File: src/rtl/slc3_mem_ctrl.sv
// slc3_mem_ctrl: multi-cycle SRAM / memory-mapped IO controller for the SLC-3.
// Accepts one read/write request at a time over req/ready. SRAM accesses run
// SETUP -> ACCESS (WAIT_STATES cycles) -> DONE. The two IO addresses (switches/hex,
// LEDs) skip straight to DONE and never touch the SRAM pins.
module slc3_mem_ctrl #(
   parameter int unsigned DATA_W      = 16,
   parameter int unsigned ADDR_W      = 16,
   parameter int unsigned SRAM_ADDR_W = 20,
   parameter int unsigned WAIT_STATES = 2,
   parameter int unsigned N_HEX       = 4,
   parameter int unsigned LED_W       = 12,
   parameter logic [ADDR_W-1:0] IO_HEX_ADDR = 16'hFFFF,
   parameter logic [ADDR_W-1:0] IO_LED_ADDR = 16'hFFFE
) (
   input  logic                   Clk,
   input  logic                   Reset,
   input  logic                   req,
   input  logic                   we,
   input  logic [1:0]             be,
   input  logic [ADDR_W-1:0]      addr,
   input  logic [DATA_W-1:0]      wdata,
   output logic [DATA_W-1:0]      rdata,
   output logic                   ready,
   output logic                   busy,
   input  logic [DATA_W-1:0]      Switches,
   output logic [4*N_HEX-1:0]     hex_out,
   output logic [LED_W-1:0]       LED,
   output logic [SRAM_ADDR_W-1:0] sram_addr,
   output logic [DATA_W-1:0]      sram_wdata,
   input  logic [DATA_W-1:0]      sram_rdata,
   output logic                   sram_drive,
   output logic                   CE,
   output logic                   UB,
   output logic                   LB,
   output logic                   OE,
   output logic                   WE
);

   localparam int unsigned CNT_W = 4;

   typedef enum logic [1:0] {
      S_IDLE   = 2'd0,
      S_SETUP  = 2'd1,
      S_ACCESS = 2'd2,
      S_DONE   = 2'd3
   } state_t;

   state_t                 state_q, state_d;
   logic [CNT_W-1:0]       cnt_q, cnt_d;
   logic                   we_q, we_d;
   logic [1:0]             be_q, be_d;
   logic                   io_q, io_d;
   logic                   iohex_q, iohex_d;
   logic [DATA_W-1:0]      wdata_q, wdata_d;
   logic [SRAM_ADDR_W-1:0] saddr_q, saddr_d;
   logic [DATA_W-1:0]      rdata_q, rdata_d;
   logic [4*N_HEX-1:0]     hex_q, hex_d;
   logic [LED_W-1:0]       led_q, led_d;

   logic ce_q, ce_d;
   logic oe_q, oe_d;
   logic wen_q, wen_d;
   logic ub_q, ub_d;
   logic lb_q, lb_d;
   logic drive_q, drive_d;
   logic ready_q, ready_d;
   logic busy_q, busy_d;

   logic                   addr_is_io;
   logic [SRAM_ADDR_W-1:0] addr_ext;
   logic [DATA_W-1:0]      led_ext;
   logic [DATA_W-1:0]      io_rdata;
   logic                   io_read_done;

   // Address decode and zero-extension helpers
   always_comb begin
      addr_is_io = (addr == IO_HEX_ADDR) || (addr == IO_LED_ADDR);
      addr_ext = '0;
      addr_ext[ADDR_W-1:0] = addr;
      led_ext = '0;
      led_ext[LED_W-1:0] = led_q;
      io_rdata = iohex_q ? Switches : led_ext;
      io_read_done = (state_q == S_DONE) && io_q && !we_q;
   end

   // State register
   always_ff @(posedge Clk) begin
      if (Reset) state_q <= S_IDLE;
      else       state_q <= state_d;
   end

   // Next-state and datapath update logic
   always_comb begin
      state_d = state_q;
      cnt_d   = cnt_q;
      we_d    = we_q;
      be_d    = be_q;
      io_d    = io_q;
      iohex_d = iohex_q;
      wdata_d = wdata_q;
      saddr_d = saddr_q;
      rdata_d = rdata_q;
      hex_d   = hex_q;
      led_d   = led_q;
      case (state_q)
         S_IDLE: begin
            if (req) begin
               we_d    = we;
               be_d    = (be == 2'b00) ? 2'b11 : be;
               wdata_d = wdata;
               io_d    = addr_is_io;
               iohex_d = (addr == IO_HEX_ADDR);
               if (addr_is_io) begin
                  state_d = S_DONE;
               end else begin
                  saddr_d = addr_ext;
                  state_d = S_SETUP;
               end
            end
         end
         S_SETUP: begin
            cnt_d   = CNT_W'(WAIT_STATES - 1);
            state_d = S_ACCESS;
         end
         S_ACCESS: begin
            if (cnt_q == '0) begin
               if (!we_q) rdata_d = sram_rdata;
               state_d = S_DONE;
            end else begin
               cnt_d = cnt_q - 4'd1;
            end
         end
         S_DONE: begin
            if (io_q) begin
               if (we_q) begin
                  if (iohex_q) hex_d = wdata_q[4*N_HEX-1:0];
                  else         led_d = wdata_q[LED_W-1:0];
               end else begin
                  rdata_d = io_rdata;
               end
            end
            state_d = S_IDLE;
         end
         default: state_d = S_IDLE;
      endcase
   end

   // Strobes are decoded from the next state and registered, so the pins
   // change on the same edge as the state and never glitch.
   always_comb begin
      ce_d    = 1'b1;
      oe_d    = 1'b1;
      wen_d   = 1'b1;
      ub_d    = 1'b1;
      lb_d    = 1'b1;
      drive_d = 1'b0;
      ready_d = (state_d == S_DONE);
      busy_d  = (state_d != S_IDLE);
      if ((state_d == S_SETUP) || (state_d == S_ACCESS)) begin
         ce_d = 1'b0;
         ub_d = ~be_d[1];
         lb_d = ~be_d[0];
         if (we_d) begin
            drive_d = 1'b1;
            if (state_d == S_ACCESS) wen_d = 1'b0;
         end else begin
            oe_d = 1'b0;
         end
      end
   end

   // Request latches, IO registers, read data and registered pin outputs
   always_ff @(posedge Clk) begin
      if (Reset) begin
         cnt_q   <= '0;
         we_q    <= 1'b0;
         be_q    <= 2'b11;
         io_q    <= 1'b0;
         iohex_q <= 1'b0;
         wdata_q <= '0;
         saddr_q <= '0;
         rdata_q <= '0;
         hex_q   <= '0;
         led_q   <= '0;
         ce_q    <= 1'b1;
         oe_q    <= 1'b1;
         wen_q   <= 1'b1;
         ub_q    <= 1'b1;
         lb_q    <= 1'b1;
         drive_q <= 1'b0;
         ready_q <= 1'b0;
         busy_q  <= 1'b0;
      end else begin
         cnt_q   <= cnt_d;
         we_q    <= we_d;
         be_q    <= be_d;
         io_q    <= io_d;
         iohex_q <= iohex_d;
         wdata_q <= wdata_d;
         saddr_q <= saddr_d;
         rdata_q <= rdata_d;
         hex_q   <= hex_d;
         led_q   <= led_d;
         ce_q    <= ce_d;
         oe_q    <= oe_d;
         wen_q   <= wen_d;
         ub_q    <= ub_d;
         lb_q    <= lb_d;
         drive_q <= drive_d;
         ready_q <= ready_d;
         busy_q  <= busy_d;
      end
   end

   // Output mapping; IO reads expose Switches live during DONE, then hold the capture
   always_comb begin
      rdata      = io_read_done ? io_rdata : rdata_q;
      ready      = ready_q;
      busy       = busy_q;
      hex_out    = hex_q;
      LED        = led_q;
      sram_addr  = saddr_q;
      sram_wdata = wdata_q;
      sram_drive = drive_q;
      CE         = ce_q;
      UB         = ub_q;
      LB         = lb_q;
      OE         = oe_q;
      WE         = wen_q;
   end

endmodule

File: config.mk
export PLATFORM = sky130hd
export DESIGN_NAME = slc3_mem_ctrl
export DESIGN_NICKNAME = d
export VERILOG_FILES = /design/src/rtl/slc3_mem_ctrl.sv
export SDC_FILE = /design/constraint.sdc
export NUM_CORES = 1
export LEC_CHECK = 0
export CORE_MARGIN = 2
export CORE_UTILIZATION = 44
export DETAILED_ROUTE_END_ITERATION = 8
export PLACE_DENSITY_LB_ADDON = 0.05
export SYNTH_ARGS = -nofsm -noshare
export SYNTH_HDL_FRONTEND = slang
export SYNTH_SLANG_ARGS = --single-unit
File: constraint.sdc
create_clock -name Clk -period 2.2 [get_ports Clk]
set_input_delay 0.22 -clock Clk [delete_from_list [all_inputs] [get_ports Clk]]
set_output_delay 0.22 -clock Clk [all_outputs]
set_load 0.05 [all_outputs]
Word-level counts from Yosys, hierarchy flattened. Index checks and enable logic that the tools add are counted.

$add $sub $neg: 1. Mux-type cells: 21. Reduce and logical (&&, ||, !) cells: 19. Equality and inequality tests: 13. Bitwise logic cells: 6.

Operators by type and width (number): $mux W16 (6); $eq A16 B16 Y1 const B (2); $pmux W16 S2 (1); $mux W2 (6); $ne A2 B2 Y1 const B (5); $eq A2 B2 Y1 const B (4); $pmux W2 S4 (1); $pmux W4 S2 (1); $reduce_and A4 Y1 (2); $not A1 Y1 (6); $reduce_bool A2 Y1 (3); $mux W1 (5); $reduce_and A5 Y1 (1); $eq A2 B1 Y1 const B (2); $logic_not A2 Y1 (2); $logic_not A4 Y1 (1); $mux W4 (1); $reduce_and A2 Y1 (2); $sub A4 B1 Y4 const B (1); $reduce_and A3 Y1 (1); $reduce_or A3 Y1 (1); $logic_and A1 B1 Y1 (2); $logic_or A1 B1 Y1 (2); $reduce_or A2 Y1 (1); $logic_not A1 Y1 (1).

Output and inout bits: 88. Register bits after elaboration: 95. Input bits: 70. Logic and storage cells: 79.

Logic depth before layout (Yosys ltp). Gate-level depths: netlist of run 1.

Depth after elaboration: 9. Depth in mapped cells: 11. Gate-level depth less buffers: 10.

Least setup slack after synthesis of run 1. Ideal clock, no wire load.

Path type: register to output. Start point: register state_q[0]. End point: output rdata[10]. Path buffers: 2. Setup slack: -250 ps. Stages on the path, launching flop included: 6. Arrival time: 2230 ps. Required time: 1980 ps. Cell sequence: dfxtp_1 ha_1 clkbuf_1 nand3b_1 clkbuf_1 o21ai_0.

Longest elaborated chain between the ends: 4.

RTL lines: start: declaration (line 48) `state_t state_q, state_d;`; start signal: assignment (line 89) `else state_q <= state_d;`; $eq A2 B2 Y1 (line 83) `io_read_done = (state_q == S_DONE) && io_q && !we_q;`; $logic_and A1 B1 Y1 (2 in series) (line 83); $mux W16 (line 217) `rdata = io_read_done ? io_rdata : rdata_q;`; end: declaration (line 22) `output logic [DATA_W-1:0] rdata,`.

No other way between the ends.

Worst setup path in the final report of run 1.
Start point: register state_q[0]. End point: output rdata[2].

The elaborated chain is that of the path after synthesis.

==> metrics.yaml, run 1 <==
run_status:
  status: "finished, final reports clean"
clock_tree:
  cts.sinks: 95
  clkSlewWorstSetupHoldPaths_ps: 100
  clkLatencyLatePin_ps: 360
  cts_resized: 0
  root_buffer: "clkbuf_8"
  ctsHtreeMaxLevel: 3
  cts_tree: "done"
  cts_hold_buf: 0
  cts_setup_buffers: 0
  clk_path_buf_depth: 2
  cts_buffers: 9
placed_design:
  gp_congestion: 0.875
  hpwlAfterDp_um: 8000
  numPortBuffers: 153
  placed_area_um2: 5970
layout:
  antenna_cells: 0
  final_area_um2: 6190
  seqCellArea_um2: 1900
  nNetsFinal: 723
  drive_above_1_share: 0.105
  fillers: 766
  multi_input_area_um2: 2000
  syn_to_final_growth_pct: 51.2
global_routing:
  grt_overflow: 0
  grt_max_degree: 42
  antenna_found_initial: 0
  grt_pass1_wl_um: 17700
  grt_pass1_vias: 3770
  grt_usage: 0.220
worst_setup_path:
  startpoint_type: "register"
  worstReg2RegStart: "cnt_q[0]"
  worstPathRequired_ps: 1980
  worstSetupPathType: "register to output pin"
  critPathMaxFanout: 32
  ff2ff_setup_slack_ps: 160
  end_kind: "output pin"
  reg2reg_depth: 8
  arrival_ps: 1880
  rr_endpoint: "rdata_q[15]"
synth:
  synth_area_um2: 4090
  yosysTopAreaCellShare: 0.465
  yosys.area.top_type: "dfxtp_1"
  synth_cell_types: 35
  synth_commonest_cells: "nand2_1 (114), dfxtp_1 (95), a21oi_1 (62)"
  seq_area_frac_synth: 0.465
  synth_edf_count: 0
  synth_warnings: 0
  ys_ff_latch: 95
  async_flop_share: 0
  yosysMostFrequentCell: "nand2_1"
  synthCells: 492
  ys.flop_type: "dfxtp_1"
  syn_area_per_cell_um2: 8.32
  ys_top_cells_by_area: "dfxtp_1 (46%), mux2i_1 (11%), nand2_1 (10%)"
run:
  cap_violations: 0
worst_hold_path:
  min_path_type: "input port to register"
  min_delay_path_depth: 2
  min_from: "Reset"
  min_to: "sram_addr[11]"
floorplanning:
  die-height_um: 100
  die_w_um: 100
  start_util: 0.447
  rows: 35
  num_io_pins: 158
  die_area_um2: 10100
  core_area_um2: 9150
power:
  ir_worst_vdd_mv: 0.525
  cellPowerDensity_nw_per_um2: 874
  leakagePower_uw: 0.00228
sta:
  max_slew_margin: 0.631
  skew_ps: 13.9
  tightest_slew_ps: 552
  whs_ps: 297
  max_clock_freq_mhz: 476
  drv_slew: 0
  fin_crit_ps: 2100
  setup_viol: 0
  min_period_over_period: 0.955
  hold_viol_final: 0
routing:
  detail-route-antenna-nets: 0
  drc: 0
  drt_iter0_drc: 141
  vias: 3808
  viasPerCell: 5.02
  wl_per_cell_um: 14.5
  drt_wl_total_um: 11000
  first_pass_iters: 4
==> registers in the layout (all words and copies together), names as in the netlist, 2 cells and up <==
register	flops
be_q	2
LED	12
hex_out	16
state_q	2
sram_wdata	16
cnt_q	4
rdata_q	16
sram_addr	16
==> metrics by stage <==
stage / util / TNS (ps) / total power [uW] / instances / setup WS [ps]
floorplan: - / -2340 / 3400 / 495 / -250
global placement: 0.652 / -311 / 4160 / 743 / -121
detailed placement: 0.652 / -272 / 4200 / 743 / -109
CTS: 0.675 / 0 / 5430 / 759 / 73.1
global route: 0.676 / -4.85 / 5690 / 759 / -4.85
finish: 0.676 / 0 / 5410 / 759 / 98.0
==> cell usage in the layout (no fill, tap or decap), types with 5 or more instances in the layout <==
cell type	count
ha_1	10
nand3_1	8
a21oi_1	62
inv_1	10
clkbuf_8	10
nand2b_1	5
nor2_1	51
dfxtp_1	95
nand2_1	114
clkdlybuf4s50_1	136
o21ai_0	14
mux2i_1	43
buf_4	18
o21ai_1	8
buf_12	20
==> routing by layer <==
layer  share of wire  global-route usage  routed length [um]
met1            0.45               0.286                4920
met2            0.47               0.349                5180
met3           0.063              0.0613                 689
met4           0.021              0.0822                 231
met5               0                   0                   0
==> kinds of logic (layout without fill, tap and decap cells) <==
logic type	after synthesis	in the layout	synth area share
adder cells (fa/ha/maj)	10	10	0.0306
buffers and inverters	47	200	0.0532
flip-flops	95	95	0.465
AND/OR/NAND/NOR	200	200	0.206
AO/OA/AOI/OAI	96	96	0.140
multiplexers	43	43	0.105
other	1	4	0.000916
==> critical path: stages, from the launching register on <==
cell      delay [ps]
dfxtp_1          420
ha_1             240
nand3b_1         140
buf_12           190
o21ai_0          340
buf_12           190
==> report_power, final <==
part | switching (uW) | internal (uW) | leakage [uW] | total [uW]
Sequential | 129 | 1920 | 0.000773 | 2050
Clock | 641 | 577 | 0.000106 | 1220
Combinational | 1250 | 893 | 0.00140 | 2140
Total | 2020 | 3390 | 0.00228 | 5410
==> how the worst max path moves through the flow <==
stage / startpoint / to / slack, ps
after floorplan: state_q[0] / rdata[10] / -250
after global placement: addr[6] / WE / -120
after detailed placement: addr[2] / WE / -110
after CTS: state_q[0] / rdata[10] / 70
after global routing: cnt_q[0] / WE / -5
final: state_q[0] / rdata[2] / 100
==> layout make-up <==
type / instances / share of cell area
Multi-Input combinational cell: 353 / 0.323
Sequential cell: 95 / 0.307
Tap cell: 111 / 0.0224
Inverter: 10 / 0.00606
Clock inverter: 6 / 0.0121
Clock buffer: 10 / 0.0222
Timing Repair Buffer: 174 / 0.306
No activity file was read; power rests on OpenSTA's default activity.
==> run 2, diff against run 1 <==
--- a/config.mk
+++ b/config.mk
@@ -5,8 +5,10 @@
 export SDC_FILE = /design/constraint.sdc
 export NUM_CORES = 1
 export LEC_CHECK = 0
+export CAP_MARGIN = 30
 export CORE_MARGIN = 2
 export CORE_UTILIZATION = 44
+export CTS_CLUSTER_SIZE = 16
 export DETAILED_ROUTE_END_ITERATION = 8
 export PLACE_DENSITY_LB_ADDON = 0.05
 export SYNTH_ARGS = -nofsm -noshare
==> results of run 2 <==
The final DEF is identical to that of run 1; final timing and power are the same.
==> run 3, diff against run 2 <==
--- a/config.mk
+++ b/config.mk
@@ -10,6 +10,7 @@
 export CORE_UTILIZATION = 44
 export CTS_CLUSTER_SIZE = 16
 export DETAILED_ROUTE_END_ITERATION = 8
+export MAX_ROUTING_LAYER = met4
 export PLACE_DENSITY_LB_ADDON = 0.05
 export SYNTH_ARGS = -nofsm -noshare
 export SYNTH_HDL_FRONTEND = slang
==> metrics.yaml, run 3 (same netlist as run 1, synthesis figures left out) <==
layout:
  syn_to_final_growth_pct: 51.2
  antenna_cells: 0
  nNetsFinal: 723
  drive_above_1_share: 0.105
  layout_commonest_cell: "clkdlybuf4s50_1"
  final_cell_mix: "clkdlybuf4s50_1 (136), nand2_1 (114), dfxtp_1 (95)"
worst_setup_path:
  end_kind: "output pin"
  cp_slowest_cell: "dfxtp_1"
  startpoint_type: "register"
  worst-path-buf-inv: 2
  worstPathRequired_ps: 1980
  crit_chain: "ha_1 -> nand3b_1 -> buf_12 -> o21ai_0 -> buf_12"
  worstSetupPathType: "register to output pin"
  worst_path_largest_cell_delay_ps: 420
  arrival_ps: 1890
  critPathMaxFanout: 32
  crit_family: "flip-flops"
  cpMostUsedCell: "buf_12"
power:
  leakagePower_uw: 0.00228
  power.total_uw: 5410
  cellPowerDensity_nw_per_um2: 874
  ir_worst_vdd_mv: 0.526
routing:
  detail-route-antenna-nets: 0
  wl_per_cell_um: 14.5
  viasPerCell: 5.01
  first_pass_iters: 4
  drc: 0
  drt_wl_total_um: 11000
  vias: 3802
  drt_iter0_drc: 155
floorplanning:
  start_util: 0.447
  num_io_pins: 158
  die_w_um: 100
  rows: 35
  die-height_um: 100
  core_area_um2: 9150
  die_area_um2: 10100
clock_tree:
  cts.sinks: 95
  cts_buffers: 9
  cts_tree: "done"
  clkLatencyLatePin_ps: 360
  cts_setup_buffers: 0
  ctsHtreeMaxLevel: 3
  clkSlewWorstSetupHoldPaths_ps: 100
  clk_path_buf_depth: 2
  cts_resized: 0
  cts_hold_buf: 0
  root_buffer: "clkbuf_8"
sta:
  skew_ps: 15.8
  max_clock_freq_mhz: 474
  drv_slew: 0
  hold_viol_final: 0
  fin_crit_ps: 2110
  setup_viol: 0
  max_slew_margin: 0.631
  min_period_over_period: 0.959
  whs_ps: 291
  tightest_slew_ps: 552
run:
  cap_violations: 0
placed_design:
  gp_congestion: 0.889
  numPortBuffers: 153
  hpwlAfterDp_um: 8000
run_status:
  status: "finished, final reports clean"
global_routing:
  antenna_found_initial: 0
  grt_max_degree: 42
  grt_overflow: 0
  grt_pass1_vias: 3770
  grt_usage: 0.227
  grt_pass1_wl_um: 17700
worst_hold_path:
  min_path_type: "input port to register"
run 3: stage by stage:
step	cell area [um2]	instances	TNS, ps	util	setup WS, ps
detailed placement	5970	743	-272	0.652	-109
CTS	6180	759	0	0.675	73.1
global placement	5970	743	-311	0.652	-121
floorplan	4100	495	-2340	-	-250
finish	6190	759	0	0.676	89.9
global route	6190	759	-4.85	0.676	-4.85
run 3: path summary, 6_finish.rpt:
kind	slack, ps	end	depth (start not counted)	startpoint
worst max-delay path	90	rdata[2]	5	state_q[0]
worst min-delay path	290	sram_addr[11]	2	Reset
worst max register to register	160	rdata_q[15]	8	cnt_q[0]
worst min register to register	460	hex_out[2]	2	hex_out[2]
run 3: layout make-up:
| cell class | count | area, um2 |
|---|---|---|
| clock inverters | 6 | 75.1 |
| inverters | 10 | 37.5 |
| clock buffers | 10 | 138 |
| multi-input cells | 353 | 2000 |
| fillers | 766 | 2960 |
| repair buffers | 174 | 1900 |
| well taps | 111 | 139 |
| flip-flops and latches | 95 | 1900 |
run 3: where the power goes:
part / leakage, uW / internal, uW / total [uW] / switching [uW]
logic: 0.00140 / 893 / 2140 / 1250
registers: 0.000773 / 1920 / 2050 / 130
clock network: 0.000106 / 577 / 1220 / 646
total: 0.00228 / 3390 / 5410 / 2020
run 3: worst register-to-register path: stages, from the launching register on:
cell and delay, ps:
dfxtp_1 340, inv_1 130, ha_1 150, or3b_1 360, buf_4 170, a211oi_4 270
buf_12 220, nor2_2 60, a311oi_2 250
run 3: layer usage:
layer,up-vias,global-route usage,part of all wire
met5,-,-,0
met4,0,0.0822,0.025
met3,20,0.0515,0.051
met2,118,0.348,0.47
met1,1731,0.293,0.45
li1,1933,-,-
